### src/rtl/psum_accum_sched_if.sv
// Requester/downstream handshake bundle for psum_accum_sched.
// The sat_flag member exists only when PSUM_SAT_EN is defined.
interface psum_accum_sched_if #(
    parameter int PWIDTH = 47,
    parameter int NREQ   = 4,
    parameter int IDW    = $clog2(NREQ)
);
    logic [NREQ-1:0]        in_valid;
    logic [NREQ*PWIDTH-1:0] in_data;
    logic [NREQ-1:0]        in_ready;
    logic                   out_valid;
    logic [PWIDTH-1:0]      out_data;
    logic                   out_ready;
    logic [IDW-1:0]         out_src;
    logic                   busy;
`ifdef PSUM_SAT_EN
    logic                   sat_flag;

    modport master (
        output in_valid, in_data, out_ready,
        input  in_ready, out_valid, out_data, out_src, busy, sat_flag
    );
    modport slave (
        input  in_valid, in_data, out_ready,
        output in_ready, out_valid, out_data, out_src, busy, sat_flag
    );
`else
    modport master (
        output in_valid, in_data, out_ready,
        input  in_ready, out_valid, out_data, out_src, busy
    );
    modport slave (
        input  in_valid, in_data, out_ready,
        output in_ready, out_valid, out_data, out_src, busy
    );
`endif
endinterface

### src/rtl/psum_accum_sched.sv
// Round-robin scheduler sharing one psum adder across NREQ requesters, ACC_LEN psums per result.
// Optional macro PSUM_SAT_EN: saturating accumulation plus a sat_flag output.
module psum_accum_sched #(
    parameter int DWIDTH  = 8,
    parameter int PWIDTH  = 47,
    parameter int NREQ    = 4,
    parameter int ACC_LEN = 5,
    parameter int IDW     = $clog2(NREQ)
) (
    input  logic              clk,
    input  logic              reset,
    psum_accum_sched_if.slave bus
);
    localparam int HW = PWIDTH - DWIDTH*5;
    localparam int CW = (ACC_LEN > 1) ? $clog2(ACC_LEN) : 1;
    localparam int SW = $clog2(NREQ*PWIDTH);

    typedef enum logic [1:0] {IDLE, ADD, EMIT} state_t;

    state_t            state_q, state_d;
    logic [IDW-1:0]    rr_ptr_q, rr_ptr_d;
    logic [IDW-1:0]    gnt_id_q, gnt_id_d;
    logic [DWIDTH-1:0] psum_q, psum_d;
    logic [HW-1:0]     hdr_q, hdr_d;
    logic [DWIDTH-1:0] acc_q [NREQ];
    logic [DWIDTH-1:0] acc_d [NREQ];
    logic [CW-1:0]     cnt_q [NREQ];
    logic [CW-1:0]     cnt_d [NREQ];
    logic              out_valid_q, out_valid_d;
    logic [PWIDTH-1:0] out_data_q, out_data_d;
    logic [IDW-1:0]    out_src_q, out_src_d;

    logic              grant_found;
    logic [IDW-1:0]    grant_id;
    logic [IDW:0]      scan_wide;
    logic [IDW-1:0]    scan_idx;
    logic [SW-1:0]     pkt_base;
    logic [DWIDTH-1:0] sum;

`ifdef PSUM_SAT_EN
    logic [DWIDTH:0]   sum_wide;
    logic              sat_hit;
    logic              sat_q [NREQ];
    logic              sat_d [NREQ];
    logic              sat_flag_q, sat_flag_d;
`endif

    // First valid requester at or after rr_ptr, wrapping at NREQ.
    always_comb begin
        grant_found = 1'b0;
        grant_id    = '0;
        scan_wide   = '0;
        scan_idx    = '0;
        for (int k = 0; k < NREQ; k++) begin
            scan_wide = {1'b0, rr_ptr_q} + (IDW+1)'(k);
            scan_idx  = (scan_wide >= (IDW+1)'(NREQ)) ? IDW'(scan_wide - (IDW+1)'(NREQ))
                                                      : IDW'(scan_wide);
            if (!grant_found && bus.in_valid[scan_idx]) begin
                grant_found = 1'b1;
                grant_id    = scan_idx;
            end
        end
    end

    always_comb begin
        bus.in_ready = '0;
        if (state_q == IDLE && grant_found && !reset) begin
            bus.in_ready[grant_id] = 1'b1;
        end
    end

`ifdef PSUM_SAT_EN
    always_comb begin
        sum_wide = {1'b0, acc_q[gnt_id_q]} + {1'b0, psum_q};
        sat_hit  = sum_wide[DWIDTH] | sat_q[gnt_id_q];
        sum      = sat_hit ? '1 : sum_wide[DWIDTH-1:0];
    end
`else
    always_comb begin
        sum = acc_q[gnt_id_q] + psum_q;
    end
`endif

    always_comb begin
        state_d     = state_q;
        rr_ptr_d    = rr_ptr_q;
        gnt_id_d    = gnt_id_q;
        psum_d      = psum_q;
        hdr_d       = hdr_q;
        acc_d       = acc_q;
        cnt_d       = cnt_q;
        out_valid_d = out_valid_q;
        out_data_d  = out_data_q;
        out_src_d   = out_src_q;
        pkt_base    = SW'(grant_id) * SW'(PWIDTH);
`ifdef PSUM_SAT_EN
        sat_d       = sat_q;
        sat_flag_d  = sat_flag_q;
`endif
        unique case (state_q)
            IDLE: begin
                if (grant_found) begin
                    psum_d   = bus.in_data[pkt_base +: DWIDTH];
                    hdr_d    = bus.in_data[pkt_base + SW'(DWIDTH*5) +: HW];
                    gnt_id_d = grant_id;
                    rr_ptr_d = (grant_id == IDW'(NREQ-1)) ? '0 : grant_id + 1'b1;
                    state_d  = ADD;
                end
            end
            ADD: begin
                if (cnt_q[gnt_id_q] == CW'(ACC_LEN-1)) begin
                    out_data_d      = {hdr_q, {(DWIDTH*4){1'b0}}, sum};
                    out_src_d       = gnt_id_q;
                    out_valid_d     = 1'b1;
                    acc_d[gnt_id_q] = '0;
                    cnt_d[gnt_id_q] = '0;
`ifdef PSUM_SAT_EN
                    sat_flag_d      = sat_hit;
                    sat_d[gnt_id_q] = 1'b0;
`endif
                    state_d         = EMIT;
                end else begin
                    acc_d[gnt_id_q] = sum;
                    cnt_d[gnt_id_q] = cnt_q[gnt_id_q] + 1'b1;
`ifdef PSUM_SAT_EN
                    sat_d[gnt_id_q] = sat_hit;
`endif
                    state_d         = IDLE;
                end
            end
            EMIT: begin
                if (bus.out_ready) begin
                    out_valid_d = 1'b0;
`ifdef PSUM_SAT_EN
                    sat_flag_d  = 1'b0;
`endif
                    state_d     = IDLE;
                end
            end
            default: state_d = IDLE;
        endcase
    end

    // Reset also drops any latched packet and every partial sum.
    always_ff @(posedge clk) begin
        if (reset) begin
            state_q     <= IDLE;
            rr_ptr_q    <= '0;
            gnt_id_q    <= '0;
            psum_q      <= '0;
            hdr_q       <= '0;
            out_valid_q <= 1'b0;
            out_data_q  <= '0;
            out_src_q   <= '0;
            for (int i = 0; i < NREQ; i++) begin
                acc_q[i] <= '0;
                cnt_q[i] <= '0;
`ifdef PSUM_SAT_EN
                sat_q[i] <= 1'b0;
`endif
            end
`ifdef PSUM_SAT_EN
            sat_flag_q  <= 1'b0;
`endif
        end else begin
            state_q     <= state_d;
            rr_ptr_q    <= rr_ptr_d;
            gnt_id_q    <= gnt_id_d;
            psum_q      <= psum_d;
            hdr_q       <= hdr_d;
            out_valid_q <= out_valid_d;
            out_data_q  <= out_data_d;
            out_src_q   <= out_src_d;
            acc_q       <= acc_d;
            cnt_q       <= cnt_d;
`ifdef PSUM_SAT_EN
            sat_q       <= sat_d;
            sat_flag_q  <= sat_flag_d;
`endif
        end
    end

    assign bus.out_valid = out_valid_q;
    assign bus.out_data  = out_data_q;
    assign bus.out_src   = out_src_q;
    assign bus.busy      = (state_q != IDLE);
`ifdef PSUM_SAT_EN
    assign bus.sat_flag  = sat_flag_q;
`endif

endmodule

### src/flat_wrapper.sv
// flat-port wrapper written by rule: the top's interface ports become plain ports
module psum_accum_sched_flat 
#(
    parameter int DWIDTH  = 8,
    parameter int PWIDTH  = 47,
    parameter int NREQ    = 4,
    parameter int ACC_LEN = 5,
    parameter int IDW     = $clog2(NREQ)
)
  (clk, reset, bus_in_valid, bus_in_data, bus_out_ready, bus_in_ready, bus_out_valid, bus_out_data, bus_out_src, bus_busy);
  psum_accum_sched_if #(.PWIDTH(PWIDTH), .NREQ(NREQ), .IDW(IDW)) bus_i ();
  input  logic clk;
  input  logic reset;
  input wire logic [$bits(bus_i.in_valid)-1:0] bus_in_valid;
  input wire logic [$bits(bus_i.in_data)-1:0] bus_in_data;
  input wire logic [$bits(bus_i.out_ready)-1:0] bus_out_ready;
  output wire logic [$bits(bus_i.in_ready)-1:0] bus_in_ready;
  output wire logic [$bits(bus_i.out_valid)-1:0] bus_out_valid;
  output wire logic [$bits(bus_i.out_data)-1:0] bus_out_data;
  output wire logic [$bits(bus_i.out_src)-1:0] bus_out_src;
  output wire logic [$bits(bus_i.busy)-1:0] bus_busy;
  assign bus_i.in_valid = bus_in_valid;
  assign bus_i.in_data = bus_in_data;
  assign bus_i.out_ready = bus_out_ready;
  assign bus_in_ready = bus_i.in_ready;
  assign bus_out_valid = bus_i.out_valid;
  assign bus_out_data = bus_i.out_data;
  assign bus_out_src = bus_i.out_src;
  assign bus_busy = bus_i.busy;
  psum_accum_sched #(.DWIDTH(DWIDTH), .PWIDTH(PWIDTH), .NREQ(NREQ), .ACC_LEN(ACC_LEN), .IDW(IDW)) u_core (.clk(clk), .reset(reset), .bus(bus_i));
endmodule
### config.mk
export PLATFORM = sky130hd
export DESIGN_NAME = psum_accum_sched_flat
export DESIGN_NICKNAME = d
export VERILOG_FILES = /design/src/rtl/psum_accum_sched_if.sv /design/src/rtl/psum_accum_sched.sv /design/src/flat_wrapper.sv
export SDC_FILE = /design/constraint.sdc
export NUM_CORES = 1
export LEC_CHECK = 0
export ABC_AREA = 1
export CAP_MARGIN = 10
export CORE_MARGIN = 2
export CORE_UTILIZATION = 40
export CTS_BUF_LIST = sky130_fd_sc_hd__clkbuf_4
export DETAILED_ROUTE_END_ITERATION = 8
export GPL_ROUTABILITY_DRIVEN = 1
export PLACE_DENSITY = 0.7
export SLEW_MARGIN = 20
export SYNTH_ARGS = -nofsm -noshare
export SYNTH_HDL_FRONTEND = slang
export SYNTH_SLANG_ARGS = --single-unit
### constraint.sdc
create_clock -name clk -period 3.8 [get_ports clk]
set_input_delay 0.76 -clock clk [delete_from_list [all_inputs] [get_ports clk]]
set_output_delay 0.76 -clock clk [all_outputs]
set_load 0.1 [all_outputs]
Yosys cells after proc, flatten, opt, wreduce, memory -nomap -nowiden. Cells that the tools add are included.

Output and inout bits: 55. Logic and storage cells: 117. Register bits: 83. Input bits: 195.

Multiply operators: 1. $lt $le $gt $ge: 12. Shift-type cells: 2. Add/subtract/negate cells: 11. Reductions and logical operators: 18. Multiplexer cells: 45. Equal/unequal tests: 7. Bitwise logic cells: 5.

Operators by type and width (number): variable part select 188 x 9 -> 7 bit (1); variable part select 188 x 9 -> 8 bit (1); AND 32 bit (1); bitwise mux 32 bit (1); 2-to-1 mux 32 bit (1); inverter 32 bit (1); 2-to-1 mux 2 bit (12); 2-to-1 mux 8 bit (3); binary-select mux 8 bit (select 2 bit) (1); demux 8 bit (select 2 bit) (1); less-than comparator 2 x 3 -> 1 bit, second input constant (5); AND 12 bit (1); bitwise mux 12 bit (1); greater-or-equal comparator 3 bit, second input constant (4); 2-to-1 mux 12 bit (1); inverter 12 bit (1); 2-to-1 mux 1 bit (11); 2-to-1 mux 3 bit (3); adder 8 x 6 -> 8 bit, second input constant (1); adder 8 bit (1); binary-select mux 1 bit (select 2 bit) (4); multiplier 2 x 6 -> 8 bit, second input constant (1); subtractor 2 x 1 -> 2 bit, second input constant (4); logical AND 1 bit (7); other kinds (24) (33).

Logic depth before layout (Yosys ltp). Gate-level depths: netlist (run 1).

Word-level depth: 19. Depth in mapped cells: 28. Depth with buffers taken out: 25.

Worst setup path before layout (run 1). No wires, ideal clock.

Path type: input to output. Start point: input bus_in_valid[3]. End point: output bus_in_ready[0]. Data required time: 3.040 ns. Stages: 16. Arrival time: 3.942 ns. Buffers on the path: 6. Setup slack: -0.902 ns. Cells stage by stage: inv_1 -> nand2_1 -> nand3_1 -> nand2_1 -> nor2_2 -> nand3_2 -> nand3_2 -> buf_6 -> buf_6 -> buf_4 -> ha_1 -> clkbuf_1 -> inv_1 -> clkbuf_1 -> clkbuf_1 -> nor2_1.

Cells in the longest elaborated chain, start to end: 17. Elaborated cells on any way between the ends: 30. Those cells by class: order compare (2); mux (19); reduce/logical (9).

Ends and longest elaborated chain: from (decl) (line flat_wrapper.sv:14) `input wire logic [$bits(bus_i.in_valid)-1:0] bus_in_valid;`; binary-select mux 1 bit (select 2 bit) (line psum_accum_sched.sv:58) `if (!grant_found && bus.in_valid[scan_idx]) begin`; 2-to-1 mux 1 bit (not written as such) (line psum_accum_sched.sv:58); 2-to-1 mux 1 bit (line psum_accum_sched.sv:58); zero test 1 bit (line psum_accum_sched.sv:58); logical AND 1 bit (line psum_accum_sched.sv:58); 2-to-1 mux 1 bit (line psum_accum_sched.sv:58); zero test 1 bit (line psum_accum_sched.sv:58); logical AND 1 bit (line psum_accum_sched.sv:58); 2-to-1 mux 1 bit (line psum_accum_sched.sv:58); zero test 1 bit (line psum_accum_sched.sv:58); logical AND 1 bit (line psum_accum_sched.sv:58); 2-to-1 mux 2 bit (line psum_accum_sched.sv:58); less-than comparator 2 x 3 -> 1 bit (not written as such) or greater-or-equal comparator 2 x 1 -> 1 bit (tied branches) (line psum_accum_sched.sv:68) `bus.in_ready[grant_id] = 1'b1;`; logical AND 1 bit (not written as such) (line psum_accum_sched.sv:68); 2-to-1 mux 1 bit (not written as such) (line psum_accum_sched.sv:68); demux 1 bit (select 2 bit); 2-to-1 mux 4 bit * (line psum_accum_sched.sv:67) `if (state_q == IDLE && grant_found && !reset) begin`; to (decl) (line flat_wrapper.sv:17) `output wire logic [$bits(bus_i.in_ready)-1:0] bus_in_ready;`.

Mark *: on every way between the ends. The rest lies on a longest branch, timed or not. The select of a mux whose other input is x is not followed.

Worst setup path in the final report (run 1).
Start point: input bus_in_valid[3]. End point: output bus_in_ready[3].

Cells in the longest elaborated chain, start to end: 17. Elaborated cells on any way between the ends: 30. Those cells by class: order compare (2); mux (19); reduce/logical (9).

Ends and longest elaborated chain: binary-select mux 1 bit (select 2 bit) (line psum_accum_sched.sv:58); 2-to-1 mux 1 bit (not written as such) (line psum_accum_sched.sv:58); 2-to-1 mux 1 bit (line psum_accum_sched.sv:58); zero test 1 bit (line psum_accum_sched.sv:58); logical AND 1 bit (line psum_accum_sched.sv:58); 2-to-1 mux 1 bit (line psum_accum_sched.sv:58); zero test 1 bit (line psum_accum_sched.sv:58); logical AND 1 bit (line psum_accum_sched.sv:58); (+2 left out); logical AND 1 bit (line psum_accum_sched.sv:58); 2-to-1 mux 2 bit * (line psum_accum_sched.sv:58); via u_core.grant_id[1] (line psum_accum_sched.sv:34) `logic [IDW-1:0] grant_id;`; less-than comparator 2 x 3 -> 1 bit (not written as such) or greater-or-equal comparator 2 x 1 -> 1 bit (tied branches) (line psum_accum_sched.sv:68); logical AND 1 bit (not written as such) (line psum_accum_sched.sv:68); 2-to-1 mux 1 bit (not written as such) (line psum_accum_sched.sv:68); demux 1 bit (select 2 bit) *; 2-to-1 mux 4 bit * (line psum_accum_sched.sv:67).

The timed path passes the listed nets; every way through them passes the cells marked *. The select of a mux whose other input is x is not followed.

==> results of run 1 <==
## stage by stage
stage / setup WS [ns] / hold WS (ns) / instance area, um2
floorplan: -0.3319 / 0.4300 / 12560
global placement: -0.1904 / 0.4572 / 15960
detailed placement: -0.2460 / 0.4714 / 15960
CTS: 0.0007185 / 0.4924 / 16100
global route: -0.04653 / 0.5101 / 16290
finish: 0.09878 / 0.4963 / 16290
## how the worst max path moves through the flow
stage,to,cells after the start,from,slack (ns)
final,bus_in_ready[3],16,bus_in_valid[3],0.1
after global routing,bus_in_ready[3],16,bus_in_valid[3],-0.05
after CTS,bus_in_ready[3],16,bus_in_valid[3],0.0007
after detailed placement,u_core.hdr_q[4],24,bus_in_valid[3],-0.25
after global placement,u_core.hdr_q[4],26,bus_in_valid[3],-0.19
after floorplan,bus_in_ready[1],13,bus_in_valid[3],-0.33
## cell usage after synthesis
library cell    n  share of area [%]
a211oi_1        1              0.060
a21boi_0        1              0.060
a21oi_1       104                4.2
a221o_1         7               0.56
a221oi_1        1              0.070
a22o_1          1              0.070
a22oi_1        16               0.97
a31oi_1         1              0.050
and2_1          3               0.15
and3_1          3               0.15
buf_1          34                1.0
buf_2          33                1.3
buf_4          51                3.1
buf_6           4               0.36
clkbuf_1      108                3.3
clkinv_1        2              0.060
conb_1          1              0.030
dfxtp_1        83                 13
fa_1            1               0.16
ha_1           16                1.6
inv_1         143                4.3
inv_2           3              0.091
nand2_1       728                 22
nand2_2         1              0.050
nand3_1       658                 26
nand3_2         3               0.24
nand3b_1        2               0.12
nand4_1       143                7.2
nor2_1         76                2.3
nor2_2          1              0.050
nor3_1          3               0.12
o2111ai_1       1              0.070
o211ai_1       16               0.97
o211ai_2        5               0.50
o21a_1          1              0.060
o21ai_0        95                3.8
o21ai_1         5               0.20
o21bai_1        1              0.060
o22ai_1         2               0.10
or2_0           1              0.050
or2_1           1              0.050
or2_2           1              0.050
xnor2_1         4               0.28
xor2_1          3               0.21
## registers in the layout (all words and copies together) (netlist names)
| name | cells |
|---|---|
| u_core.acc_q | 32 |
| u_core.bus.out_data | 15 |
| u_core.bus.out_src | 2 |
| u_core.bus.out_valid | 1 |
| u_core.cnt_q | 12 |
| u_core.gnt_id_q | 2 |
| u_core.hdr_q | 7 |
| u_core.psum_q | 8 |
| u_core.rr_ptr_q | 2 |
| u_core.state_q | 2 |
## final cells by class
type / instances / area [um2]
Fill cell: 3205 / 14300
Multi-Input combinational cell: 1938 / 9304
Timing Repair Buffer: 411 / 4110
Sequential cell: 83 / 1663
Inverter: 148 / 570.5
Tap cell: 396 / 495.5
Clock buffer: 11 / 82.58
Clock inverter: 5 / 63.81
## kinds of logic (layout without fill, tap and decap cells)
kind of cell    Yosys count  in the layout
flops                    83             83
other cells               1             32
buf+inv                 378            575
compound gates          258            258
xor+xnor                  7              7
fa+ha+maj                17             17
simple gates           1624           1624
## worst max-delay path: cells and delay by family
kind                       cells  cell delay, ns
AOI/OAI and AO/OA              1            0.21
adders and majority gates      1            0.13
buffers and inverters          7            1.10
and+or+nand+nor                7            0.74
## what timing repair did
item,4_1_cts,5_1_grt
pin swaps,0,2
gates resized for setup,2,22
buffers inserted,0,2
cloned,0,4
setup endpoints to repair,3,11
## routing by layer
| layer | track usage (%) | part of all wire (%) | vias up |
|---|---|---|---|
| met3 | 4.527 | 9.8 | 134 |
| met5 | 0 | 0 | - |
| met4 | 11.97 | 3.9 | 0 |
| met2 | 52.14 | 45 | 1077 |
| met1 | 44.15 | 42 | 8170 |
| li1 | - | - | 8498 |
==> key figures, run 1 <==
Detailed routing
  – DRC viols: 0
  – WL/cell: ~19 um
  – Vias: between 15000 and 20000
  – Vias per cell: roughly 6
  – Antenna-violating nets left: 0
  – Initial DRC Count: 2426
  – Final WL: 56.07 mm
  – TritonRoute pass-1 iters: 6

Global route
  – Global route overflow: 0
  – First-pass GRT wire length: 86.73 mm
  – GRT Util Overall: 32.46%
  – Vias in the first global route: around 16000
  – Largest net degree at the start of global routing: 70
  – Initial antenna violation count: 0

Synthesis
  – Mux cell area share after synthesis: 0%
  – Main combinational cell family by area after synthesis: simple AND/OR/NAND/NOR gates
  – Cells after Synth: 2368
  – Synth Warn #: 0
  – XOR/XNOR Fraction of Synth Area: less than 1%
  – Synth Area in Simple Gates: about three fifths
  – Sequential share of the synthesized area: a little over an eighth
  – Synth cell types: between 40 and 50
  – Synthesized flop and latch total: between 80 and 90
  – Mean post-synth cell area: 5.250 um2
  – Synth Area in Compound Gates: 11.82%
  – Netlist Area Pre-Place: 12430 um2
  – Adder-cell share of the synthesized area: 1.771%

Setup path
  – Critical Path End Type: output pin
  – Crit path kind: in -> out
  – R2r setup slk: 0.36 ns
  – Worst r2r path cells: 22
  – CP max FO: 3
  – Crit path cell chain: clkdlybuf4s50_1, inv_1, nand2_1, nand3_2, nand2_1, nor2_2, nand2_1, o2111ai_1, nand2_2, inv_2, buf_4, buf_4, ha_1, inv_1, nor2_4, buf_12
  – Startpoint types: input pin
  – Worst Path Arrival: about 2.9 ns
  – CP peak stage delay: about 0.42 ns
  – R2r endpoint: u_core.hdr_q[3]
  – Most common cell on crit path: nand2_1
  – Reg2Reg Launch Point: u_core.rr_ptr_q[0]
  – Req. time, crit path: just over 3 ns
  – Critical path's slowest cell: clkdlybuf4s50_1

Cells and area
  – Area grow syn2layout: 31.03%
  – Commonest non-fill, non-tap cell in the layout: nand2_1
  – Ratio of cells with drive above 1 in the final layout: a little under a tenth
  – Non-filler cells, final: 2992
  – Inserted Diodes: 0
  – Layout Nets: 2803
  – Final core utilization: 53.25%
  – Commonest non-fill, non-tap cells in the layout: nand2_1 (727), nand3_1 (657), clkdlybuf4s50_1 (213)

Timing
  – Final-report max-slew violation count: 0
  – Highest clock rate: 0.2702 GHz
  – RSZ-0062 raised after global routing: yes
  – Slew @ Worst Pin: 0.9761 ns
  – Setup-failing EPs final: 0
  – Clock skew: roughly 0.018 ns
  – Final hold vios: 0
  – Slew headroom: approximately a third
  – Tcrit/Tclk final: around 97%
  – Tmin final: roughly 3.7 ns
  – Setup TNS: 0 ns

Clock network
  – Worst-path clk slew: 0.14 ns
  – CTS tree: built
  – Worst-skew pair later-pin latency: ~0.46 ns
  – CTS Buf Count: 9
  – CTS Hold Bufs: 0
  – # H-tree levels: 3
  – Clock Tree Buf Depth: 2
  – Clock Sinks: 83
  – CTS Root Buffer Type: clkbuf_4

Placed design
  – # placed instances: approximately 3000
  – Count of input and output buffers: 217
  – Detailed Place HPWL: roughly 43 mm
  – Gpl congestion: 1.089

Die
  – Cell Rows: 64
  – Starting Density: between 40 and 50%
  – Chip height: 180.3 um
  – Die area: ~33000 um2
  – Die W: 180.3 um
  – Io pins: 250
  – Core Region: between 30000 and 40000 um2

Worst hold path
  – Hold Path End: u_core.cnt_q[8]
  – Hold Crit Class: reg -> reg
  – Cells on Worst Hold Path: 2
  – Hold Startpoint: u_core.cnt_q[8]

Outcome
  – Status: finished, final reports clean

Run
  – MaxCap Viol Count: 0
Power of run 1 is left out: the tool's default activity adds up to more than one toggle a clock period on the data nets, which glitch-free logic cannot reach.
==> run 2, diff against run 1 <==
--- a/config.mk
+++ b/config.mk
@@ -12,2 +12,3 @@
 export CTS_BUF_LIST = sky130_fd_sc_hd__clkbuf_4
+export CTS_CLUSTER_SIZE = 24
 export DETAILED_ROUTE_END_ITERATION = 8
--- a/constraint.sdc
+++ b/constraint.sdc
@@ -3,2 +3,2 @@
 set_output_delay 0.76 -clock clk [all_outputs]
-set_load 0.1 [all_outputs]
+set_load 0.05 [all_outputs]
==> run 2 against run 1 <==
Routed wire length fell by 0.17%. Fmax rose by 1.9%. Non-clock buffer count down 15. Core utilization fell by 0.47 points. Setup slack better by 0.068 ns. First-iteration DRC count is 2.8% higher. Critical path depth decreased by 1. Count of clock-buffer cells in the layout shrank 1. Register-to-register slack gained 0.07 ns. Hold slack lost 0.0022 ns. Critical endpoint is now bus_in_ready[0].
==> key figures, run 2 (synthesis results as in run 1) <==
Cells and area
  – Final core utilization: 52.78% (-0.47 points)
  – Commonest non-fill, non-tap cells in the layout: nand2_1 (725), nand3_1 (658), clkdlybuf4s50_1 (213)
  – Fillers: 3222 (+0.53%)
  – Area grow syn2layout: 29.87%
  – Layout Nets: 2788 (-0.54%)
  – Non-filler cells, final: 2976 (-0.53%)
  – Largest register FFs: 32 (unchanged)
  – Reg with most FFs: u_core.acc_q
  – Ratio of cells with drive above 1 in the final layout: 8.996% (-0.44 points)
  – Commonest non-fill, non-tap cell in the layout: nand2_1

Global route
  – Largest net degree at the start of global routing: 70 (unchanged)
  – Initial antenna violation count: 1 (+1)
  – GRT Util Overall: 32.58% (+0.11 points)
  – First-pass GRT wire length: 87.00 mm (+0.31%)
  – Global route overflow: 0 (unchanged)
  – Vias in the first global route: 16165 (-0.30%)

Clock network
  – CTS Root Buffer Type: clkbuf_4
  – Worst-skew pair later-pin latency: 0.45 ns (about the same)
  – # H-tree levels: 3 (unchanged)
  – Clock Tree Buf Depth: 2 (unchanged)
  – CTS Buf Count: 9 (unchanged)
  – CTS Hold Bufs: 0 (unchanged)
  – Clock Sinks: 83 (unchanged)
  – Worst-path clk slew: 0.13 ns (about the same)
  – CTS tree: built

Outcome
  – Status: finished, final reports clean

Timing
  – Slew headroom: 59.50% (+25 points)
  – Tmin final: 3.633 ns (-0.06792 ns)
  – Highest clock rate: 0.2752 GHz (+1.9%)
  – RSZ-0062 raised after global routing: yes
  – Setup TNS: 0 ns (unchanged)
  – Final hold vios: 0 (unchanged)
  – Worst setup margin: 0.1667 ns (+0.06792 ns)
  – Tcrit/Tclk final: 95.61% (-1.8 points)
  – Setup-failing EPs final: 0 (unchanged)
  – Clock skew: 0.02918 ns (+0.01102 ns)
  – Final-report max-slew violation count: 0 (unchanged)
  – Slew @ Worst Pin: 0.6074 ns (-0.3687 ns)

Die
  – Cell Rows: 64 (unchanged)
  – Io pins: 250 (unchanged)
  – Chip height: 180.3 um (unchanged)
  – Core Region: 30590 um2 (unchanged)
  – Die area: 32510 um2 (unchanged)
  – Die W: 180.3 um (unchanged)
  – Starting Density: 40.64% (unchanged)

Setup path
  – Req. time, crit path: 3.04 ns (about the same)
  – CP max FO: 22 (+19)
  – Worst Path Buf+Inv: 7 (unchanged)
  – Worst Path Arrival: 2.87 ns (-0.07 ns)
  – Startpoint types: input pin
  – Critical path's slowest cell: clkdlybuf4s50_1
  – Most common cell on crit path: nand2_1
  – CP peak stage delay: 0.48 ns (+0.06 ns)
  – Critical Path End Type: output pin
  – Crit path cell chain: clkdlybuf4s50_1, inv_1, nand2_1, nand3_1, nand2_1, inv_1, buf_4, nand2_1, nand2_4, nand3_4, buf_4, ha_4, inv_8, nor2_4, buf_12
  – Top Family by Delay on Critical Path: buffers and inverters
  – Crit path kind: in -> out

Placed design
  – Detailed Place HPWL: 43.16 mm (+0.13%)
  – # placed instances: 2959 (-0.40%)
  – Count of input and output buffers: 217 (unchanged)
  – Gpl congestion: 1.035 (-4.9%)
  – Place WS: -0.2984 ns (-0.05237 ns)

Worst hold path
  – Hold Crit Class: reg -> reg

Detailed routing
  – WL/cell: 18.81 um (+0.37%)
  – Final WL: 55.98 mm (-0.17%)
  – Antenna-violating nets left: 0 (unchanged)
  – TritonRoute pass-1 iters: 6 (unchanged)
  – DRC viols: 0 (unchanged)
  – Vias per cell: 5.991 (+0.25%)
  – Initial DRC Count: 2494 (+2.8%)
  – Vias: 17828 (-0.29%)

Run
  – MaxCap Viol Count: 0 (unchanged)
run 2: layout make-up:
class	count	area [um2]	share of cell area, %
repair buffers	396	3973	24.60
inverters	148	570.5	3.534
well taps	396	495.5	3.069
diodes	1	2.502	0.01550
multi-input cells	1938	9314	57.69
flip-flops and latches	83	1663	10.30
clock inverters	4	52.55	0.3255
clock buffers	10	75.07	0.4650
run 2: worst min-delay path, delay by kind of cell (launching register included):
family | cells | cell delay (ns)
AO/OA/AOI/OAI | 2 | 0.13
flip-flops | 1 | 0.34
run 2: metrics by stage:
step / cell area (um2) / hold slack (ns)
floorplan: 12560 / 0.4300
global placement: 15920 / 0.4575
detailed placement: 15920 / 0.4778
CTS: 16040 / 0.4958
global route: 16150 / 0.5175
finish: 16150 / 0.4941
run 2: metal layers:
metal,vias to the layer above,track usage [%],part of all wire (%)
li1,8441,-,-
met5,-,0,0
met3,133,3.638,8.7
met2,1080,52.69,45
met4,0,11.00,3.6
met1,8174,44.94,43
run 2: worst paths after layout:
check | start | to | slack (ns) | depth (start not counted)
max | bus_in_valid[2] | bus_in_ready[0] | 0.17 | 15
max reg2reg | u_core.rr_ptr_q[0] | u_core.hdr_q[6] | 0.43 | 21
min | u_core.cnt_q[2] | u_core.cnt_q[2] | 0.49 | 2
min reg2reg | u_core.cnt_q[2] | u_core.cnt_q[2] | 0.49 | 2
run 2: what timing repair did:
item | CTS | global route
cloned | 0 | 1
resized for setup | 1 | 23
setup endpoints to repair | 2 | 11
setup buffers | 0 | 2
pin swaps | 0 | 2
Power of run 2 is left out for the same reason.
